File: config.mk
export PLATFORM = sky130hd
export DESIGN_NAME = adxl362_sampler
export DESIGN_NICKNAME = d
export VERILOG_FILES = /design/src/rtl/adxl362_sampler.sv
export SDC_FILE = /design/constraint.sdc
export NUM_CORES = 1
export LEC_CHECK = 0
export CAP_MARGIN = 0
export CORE_MARGIN = 3
export CORE_UTILIZATION = 55
export CTS_BUF_LIST = sky130_fd_sc_hd__clkbuf_8 sky130_fd_sc_hd__clkbuf_16
export CTS_CLUSTER_DIAMETER = 50
export DETAILED_ROUTE_END_ITERATION = 7
export PLACE_DENSITY = 0.86
export SLEW_MARGIN = 15
export SYNTH_ARGS = -nofsm -noshare
export SYNTH_HDL_FRONTEND = slang
export SYNTH_SLANG_ARGS = --single-unit
File: constraint.sdc
create_clock -name clk_i -period 3.1 [get_ports clk_i]
set_input_delay 0.62 -clock clk_i [delete_from_list [all_inputs] [get_ports clk_i]]
set_output_delay 0.62 -clock clk_i [all_outputs]
set_load 0.005 [all_outputs]
File: src/rtl/adxl362_sampler.sv
// Autonomous Wishbone master that sequences simple_spi_top to read the ADXL362
// X/Y/Z data registers and presents them as sign-extended 16-bit samples.
module adxl362_sampler #(
  parameter logic [7:0]  SPCR_VAL   = 8'h50,
  parameter int unsigned PERIOD     = 32'd0,
  parameter int unsigned POLL_LIMIT = 32'd255
) (
  input  logic        clk_i,
  input  logic        rst_i,
  input  logic        start_i,
  output logic [1:0]  wb_adr_o,
  output logic [7:0]  wb_dat_o,
  input  logic [7:0]  wb_dat_i,
  output logic        wb_we_o,
  output logic        wb_cyc_o,
  output logic        wb_stb_o,
  input  logic        wb_ack_i,
  output logic        ncs_o,
  output logic        busy_o,
  output logic        valid_o,
  output logic        err_o,
  output logic [15:0] x_o,
  output logic [15:0] y_o,
  output logic [15:0] z_o
);

  localparam logic [1:0] ADR_SPCR = 2'd0;
  localparam logic [1:0] ADR_SPSR = 2'd1;
  localparam logic [1:0] ADR_SPDR = 2'd2;

  typedef enum logic [2:0] {
    ST_CFG     = 3'd0,
    ST_IDLE    = 3'd1,
    ST_CS_LOW  = 3'd2,
    ST_WR_BYTE = 3'd3,
    ST_POLL    = 3'd4,
    ST_RD      = 3'd5,
    ST_CS_HIGH = 3'd6
  } state_t;

  // Read-register command, start address XDATA_L, then six dummy bytes.
  function automatic logic [7:0] cmd_byte(input logic [2:0] idx);
    case (idx)
      3'd0:    cmd_byte = 8'h0B;
      3'd1:    cmd_byte = 8'h0E;
      default: cmd_byte = 8'h00;
    endcase
  endfunction

  // The device only defines 12 bits; bit 3 of the high byte is the sign.
  function automatic logic [15:0] sext_sample(input logic [7:0] lo, input logic [7:0] hi);
    sext_sample = {{4{hi[3]}}, hi[3:0], lo};
  endfunction

  state_t      state_r, state_s;
  logic [2:0]  idx_r, idx_s;
  logic [31:0] poll_cnt_r, poll_cnt_s;
  logic [31:0] timer_r, timer_s;
  logic [47:0] shadow_r, shadow_s;
  logic [1:0]  adr_r, adr_s;
  logic [7:0]  dat_r, dat_s;
  logic        we_r, we_s;
  logic        cyc_r, cyc_s;
  logic        ncs_r, ncs_s;
  logic        busy_r, busy_s;
  logic        valid_r, valid_s;
  logic        err_r, err_s;
  logic [15:0] x_r, x_s, y_r, y_s, z_r, z_s;

  // Next-state, bus sequencing and output-register next values.
  always_comb begin
    state_s    = state_r;
    idx_s      = idx_r;
    poll_cnt_s = poll_cnt_r;
    timer_s    = timer_r;
    shadow_s   = shadow_r;
    adr_s      = adr_r;
    dat_s      = dat_r;
    we_s       = we_r;
    cyc_s      = cyc_r;
    ncs_s      = ncs_r;
    valid_s    = 1'b0;
    err_s      = err_r;
    x_s        = x_r;
    y_s        = y_r;
    z_s        = z_r;

    // A bus state opens its cycle while cyc is low; cyc is low for one cycle after every ack.
    case (state_r)
      ST_CFG: begin
        if (!cyc_r) begin
          cyc_s = 1'b1; we_s = 1'b1; adr_s = ADR_SPCR; dat_s = SPCR_VAL;
        end else if (wb_ack_i) begin
          cyc_s = 1'b0; we_s = 1'b0; state_s = ST_IDLE;
        end else begin
          cyc_s = 1'b1;
        end
      end
      ST_IDLE: begin
        if (start_i || ((PERIOD != 32'd0) && (timer_r >= PERIOD - 32'd1))) begin
          state_s = ST_CS_LOW; ncs_s = 1'b0; err_s = 1'b0; idx_s = 3'd0; timer_s = 32'd0;
        end else if (PERIOD != 32'd0) begin
          timer_s = timer_r + 32'd1;
        end else begin
          timer_s = 32'd0;
        end
      end
      ST_CS_LOW: begin
        state_s = ST_WR_BYTE;
      end
      ST_WR_BYTE: begin
        if (!cyc_r) begin
          cyc_s = 1'b1; we_s = 1'b1; adr_s = ADR_SPDR; dat_s = cmd_byte(idx_r);
        end else if (wb_ack_i) begin
          cyc_s = 1'b0; we_s = 1'b0; poll_cnt_s = 32'd0; state_s = ST_POLL;
        end else begin
          cyc_s = 1'b1;
        end
      end
      ST_POLL: begin
        if (!cyc_r) begin
          cyc_s = 1'b1; we_s = 1'b0; adr_s = ADR_SPSR;
        end else if (wb_ack_i) begin
          cyc_s = 1'b0;
          if (!wb_dat_i[0]) begin
            state_s = ST_RD;
          end else if (poll_cnt_r + 32'd1 >= POLL_LIMIT) begin
            err_s = 1'b1; ncs_s = 1'b1; state_s = ST_IDLE;
          end else begin
            poll_cnt_s = poll_cnt_r + 32'd1;
          end
        end else begin
          cyc_s = 1'b1;
        end
      end
      ST_RD: begin
        if (!cyc_r) begin
          cyc_s = 1'b1; we_s = 1'b0; adr_s = ADR_SPDR;
        end else if (wb_ack_i) begin
          cyc_s = 1'b0;
          case (idx_r)
            3'd2:    shadow_s[7:0]   = wb_dat_i;
            3'd3:    shadow_s[15:8]  = wb_dat_i;
            3'd4:    shadow_s[23:16] = wb_dat_i;
            3'd5:    shadow_s[31:24] = wb_dat_i;
            3'd6:    shadow_s[39:32] = wb_dat_i;
            3'd7:    shadow_s[47:40] = wb_dat_i;
            default: shadow_s        = shadow_r;
          endcase
          if (idx_r == 3'd7) begin
            state_s = ST_CS_HIGH;
          end else begin
            idx_s = idx_r + 3'd1; state_s = ST_WR_BYTE;
          end
        end else begin
          cyc_s = 1'b1;
        end
      end
      ST_CS_HIGH: begin
        ncs_s   = 1'b1;
        x_s     = sext_sample(shadow_r[7:0],   shadow_r[15:8]);
        y_s     = sext_sample(shadow_r[23:16], shadow_r[31:24]);
        z_s     = sext_sample(shadow_r[39:32], shadow_r[47:40]);
        valid_s = 1'b1;
        state_s = ST_IDLE;
      end
      default: begin
        state_s = ST_CFG; cyc_s = 1'b0; ncs_s = 1'b1;
      end
    endcase

    busy_s = (state_s != ST_IDLE);
  end

  // State and output registers with synchronous active-low reset.
  always_ff @(posedge clk_i) begin
    if (!rst_i) begin
      state_r <= ST_CFG;   idx_r <= 3'd0;    poll_cnt_r <= 32'd0; timer_r <= 32'd0;
      shadow_r <= 48'd0;   adr_r <= 2'd0;    dat_r <= 8'd0;       we_r <= 1'b0;
      cyc_r <= 1'b0;       ncs_r <= 1'b1;    busy_r <= 1'b1;      valid_r <= 1'b0;
      err_r <= 1'b0;       x_r <= 16'd0;     y_r <= 16'd0;        z_r <= 16'd0;
    end else begin
      state_r <= state_s;  idx_r <= idx_s;   poll_cnt_r <= poll_cnt_s; timer_r <= timer_s;
      shadow_r <= shadow_s; adr_r <= adr_s;  dat_r <= dat_s;      we_r <= we_s;
      cyc_r <= cyc_s;      ncs_r <= ncs_s;   busy_r <= busy_s;    valid_r <= valid_s;
      err_r <= err_s;      x_r <= x_s;       y_r <= y_s;          z_r <= z_s;
    end
  end

  assign wb_adr_o = adr_r;
  assign wb_dat_o = dat_r;
  assign wb_we_o  = we_r;
  assign wb_cyc_o = cyc_r;
  assign wb_stb_o = cyc_r;
  assign ncs_o    = ncs_r;
  assign busy_o   = busy_r;
  assign valid_o  = valid_r;
  assign err_o    = err_r;
  assign x_o      = x_r;
  assign y_o      = y_r;
  assign z_o      = z_r;

endmodule

Word level (Yosys, flattened, before mapping):

Index checks and enable logic that the tools add are counted.

* $add $sub $neg: 2
* order comparisons: 1
* eq/ne operators: 31
* mux-type cells: 48
* bitwise operators: 1
* reduce and logical (&&, ||, !) cells: 27

Operators by type and width (number)
* 32-bit two-way mux: 6
* 32-bit case mux with 2 select lines: 1
* 3-bit two-way mux: 16
* 32-bit by 1-bit adder with 32-bit output, second input constant: 1
* 32-bit by 8-bit greater-or-equal comparator with 1-bit output, second input constant: 1
* 2-bit inequality test, second input constant: 16
* 4-bit AND reduction: 7
* 3-bit == test, second input constant: 7
* 3-bit case mux with 7 select lines: 1
* 8-bit two-way mux: 2
* 8-bit case mux with 2 select lines: 1
* 3-bit by 2-bit == test with 1-bit output, second input constant: 4
* 6-bit AND reduction: 2
* 1-bit two-way mux: 11
* 2-bit nonzero test: 5
* 4-bit case mux with 2 select lines: 1
* 4-bit OR reduction: 2
* 7-bit AND reduction: 1
* 3-bit by 1-bit == test with 1-bit output, second input constant: 2
* 3-bit logical NOT: 2
* 2-bit two-way mux: 3
* 1-bit case mux with 2 select lines: 3
* 2-bit case mux with 3 select lines: 1
* 3-bit case mux with 2 select lines: 1
* 10 further kinds: 13

* register bits after elaboration: 126
* word-level logic and storage cells: 130

Logic depth before layout (Yosys ltp):

* word-level depth: 8
* gate-level depth with buffers: 11

Least setup slack after synthesis:

No wires, ideal clock.

* kind: flip-flop to flip-flop
* from: register poll_cnt_r[3]
* to: register poll_cnt_r[3]
* setup time: 0.116 ns
* arrival time: 2.589 ns
* slack: 0.395 ns
* stages on the path, launching flop included: 10
* path buffers: 1
* period minus slack after synthesis: 2.705 ns
* cells stage by stage: dfxtp_1 -> nand4_1 -> or4_4 -> o21ai_1 -> or3b_1 -> nor4b_4 -> nand2_2 -> a21o_1 -> buf_2 -> a31o_1

* longest elaborated chain between the ends: 6
* elaborated cells between the ends (all ways): 9
* classes of those cells: add/sub (1); order compare (1); eq/ne (1); mux (5); reduce/logical (1)

RTL lines
* from (decl): line 57 `logic [31:0] poll_cnt_r, poll_cnt_s;`
* from (signal assigned): line 183 `state_r <= state_s; idx_r <= idx_s; poll_cnt_r <= poll_cnt_s; timer_r <= timer_s;`
* 32-bit by 1-bit adder with 32-bit output (*): line 127, 130
* branches (longest 5 deep; another with 32-bit by 8-bit greater-or-equal comparator with 1-bit output)

Every way passes the cells marked *. The select of a mux whose other input is x is not followed.
A chain may end at the register's enable or synchronous reset.

Final worst setup path:

* from: register poll_cnt_r[4]
* to: register poll_cnt_r[2]

* longest elaborated chain between the ends: 4

RTL lines
* 32-bit by 1-bit adder with 32-bit output: line 127 `end else if (poll_cnt_r + 32'd1 >= POLL_LIMIT) begin`
* 32-bit by 8-bit greater-or-equal comparator with 1-bit output: line 127
* 2-bit inequality test (no line)
* 7-bit AND reduction (no line)

No other way between the ends.

==> results.md <==
* Outcome: finished, final reports clean
* Clk root buf: clkbuf_8
* Layout cells sized above 1 at 8.15%
* Pleak at 2.57 nW
* HP Class: reg -> reg
* Initial antenna violation count at 0
* Post-synth top area cell: dfxtp_1
* HPWL Detailed at 8920 µm
* DRT iter0 DRCs at 406
* Critical path class: reg -> reg
* Max Buffers Root-to-Sink at 2
* NumNets Final at 706
* Clk sinks at 122
* Arr. time, crit path at 3.38 ns
* Final WL at 14,000 µm
* TNS Setup at 0 ns
* Synth top area cells: dfxtp_1 44%, nand2_1 6.9%, a21boi_0 6.1%
* Routability cong. at 0.904
* Design area at 0.00689 mm²
* Skew-Pair Late Insertion Delay at 0.52 ns
* # fillers at 674
* Syn Area/Cell at 8.76 µm²
* Cell Area, Synth at 0.00552 mm²
* Synth Flop Type: dfxtp_1
* Max-slew violations at 0
* # port buffers at 74
* Most frequent cells in the layout: 122 x dfxtp_1, 102 x nand2_1, 73 x clkdlybuf4s50_1
* Clock transition at path regs at 0.06 ns
* Post-Syn Instances at 630
* Grt ovf at 0
* Final worst path period share at 95.9%
* Fmax at 0.336 GHz
* Die width at 106 µm
* Num ports at 77
* Total global-route track usage at 25.6%
* Cts hold-fix bufs at 0
* Area of the multi-input gates at 0.00279 mm²
* # diodes at 0
* Core Box Area at 0.00950 mm²
* Worst-margin pin slew at 0.729 ns
* Fin crit period at 2.97 ns
* CP max FO at 16
* Max Cap Viol at 0
* Reg area at 0.00244 mm²
* CTS tree: yes
* FF+latch count, synth at 122
* Crit path required time at 3.51 ns
* DRC violations left at 0
* Pre-antenna DRT Iters at 5
* Full die area at 0.0113 mm²
* Clk_skew at 0.00921 ns
* Final number of setup-violating endpoints at 0
* Hold Vio Cnt, Final at 0
* Area Overhead vs Synth at 24.8%
* Row count at 35
* Num CTS Buffers at 17
* First-pass GRT wire length at 23,100 µm
* Cell variety after synth at 58
* Worst IR Drop VDD at 452 µV
* Post-synthesis sequential area ratio at 44.3%
* Synth top area share at 44.3%
* Area after DPL at 0.00626 mm²
* Commonest non-fill, non-tap cell in the layout: dfxtp_1
* Vias in the first global route at 4,688
* Vias per inst at 5.81
* Initial Util at 58.1%
* Largest net degree at the start of global routing at 57
* Avg WL per Cell at 16.9 µm
* Slew margin rel. at 51.4%
* H-tree Lvls at 4
* Antenna-violating nets left at 0
* Critical Path Source Type: register
* Die H at 106 µm
* Unrepaired setup endpoints after global routing: no
* Crit. End Element: register
* Asr flop ratio synth at 0%
* Synth Warn # at 0
* Routed vias at 4,810
* PwrDens at 554 mW/mm²
* Post-synth EDFFs at 0
==> area by class of cell <==
cell class	instances	share of cell area (%)
inverter	10	0.545
clock inverter	14	2.67
multi-input combinational	446	40.4
sequential	122	35.5
tap	129	2.34
timing repair buffer	89	12.3
clock buffer	18	6.21
==> synth_stat cells, types with 4 or more instances <==
cell type,instances
nor4_1,7
xnor2_1,7
nand2_1,102
nand3_1,22
dfxtp_1,122
and4_1,4
buf_4,17
a211oi_1,4
inv_1,9
nor2b_1,38
nor2_1,23
and3_1,30
nand4_1,11
a21boi_0,45
mux2i_1,32
a31o_1,8
ha_1,8
o21ai_0,16
clkbuf_1,32
nand2b_1,6
nor3_1,9
a21oi_1,20
==> critical path, stage by stage, from the launching register on <==
cell,delay (ns)
dfxtp_1,0.44
nand3_1,0.17
or4_4,0.58
o21ai_1,0.13
or3b_1,0.41
nor4b_4,0.38
nand2_2,0.11
a21o_1,0.22
buf_4,0.19
a31o_1,0.23
==> power by group <==
part	internal, W	total (W)	switching [W]	leakage, nW
clock	0.00126	0.00203	0.000769	0.287
combinational	0.0000862	0.000183	0.0000970	1.29
sequential	0.00158	0.00160	0.0000202	0.984
total	0.00293	0.00382	0.000886	2.57
==> state kept, by name (all words and copies together) (netlist names), 3 cells and up <==
name	cells
y_o	12
state_r	3
poll_cnt_r	32
x_o	12
z_o	12
shadow_r	36
wb_dat_o	4
idx_r	3
==> metrics by stage <==
step                      util (%)  power, W  instances  setup slack, ns  hold WS, ns
after CTS                     72.3   0.00383        827            0.132        0.458
after floorplan                  -   0.00174        631            0.395        0.430
after global placement        65.9   0.00181        795            0.280        0.442
final                         72.5   0.00382        828            0.127        0.457
after global routing          72.5   0.00392        828          0.00685        0.489
after detailed placement      65.9   0.00181        795            0.187        0.445
==> layer usage <==
metal  track usage [%]  up-vias  routed length, µm
met5                 0        -                  0
met4              9.53        0                222
met3              6.56       26                806
met2              43.2      190               6910
met1              31.4     2292               6090
li1                  -     2302                  -
==> final timing paths <==
path,cells past startpoint,startpoint,to,slack [ns]
min,2,x_o[6]$_SDFFE_PN0P_,x_o[6]$_SDFFE_PN0P_,0.46
min reg2reg,2,x_o[6]$_SDFFE_PN0P_,x_o[6]$_SDFFE_PN0P_,0.46
max reg2reg,9,poll_cnt_r[4]$_SDFFE_PN0P_,poll_cnt_r[2]$_SDFFE_PN0P_,0.13
max,9,poll_cnt_r[4]$_SDFFE_PN0P_,poll_cnt_r[2]$_SDFFE_PN0P_,0.13
==> what timing repair did <==
item / in CTS / in global routing
buffers inserted: 0 / 1
resized for setup: 0 / 1
endpoints found under the setup margin: 0 / 32
==> cells by family after synthesis <==
group / after synthesis / share of synthesized area (%)
other: 1 / 0.0680
adders and majority gates: 8 / 1.81
muxes: 32 / 5.81
DFF: 122 / 44.3
buffers and inverters: 63 / 5.51
xor gates and xnor gates: 7 / 1.11
and+or+nand+nor: 270 / 25.3
AOI/OAI and AO/OA: 127 / 16.1
Power figures use the tool's default switching activity.
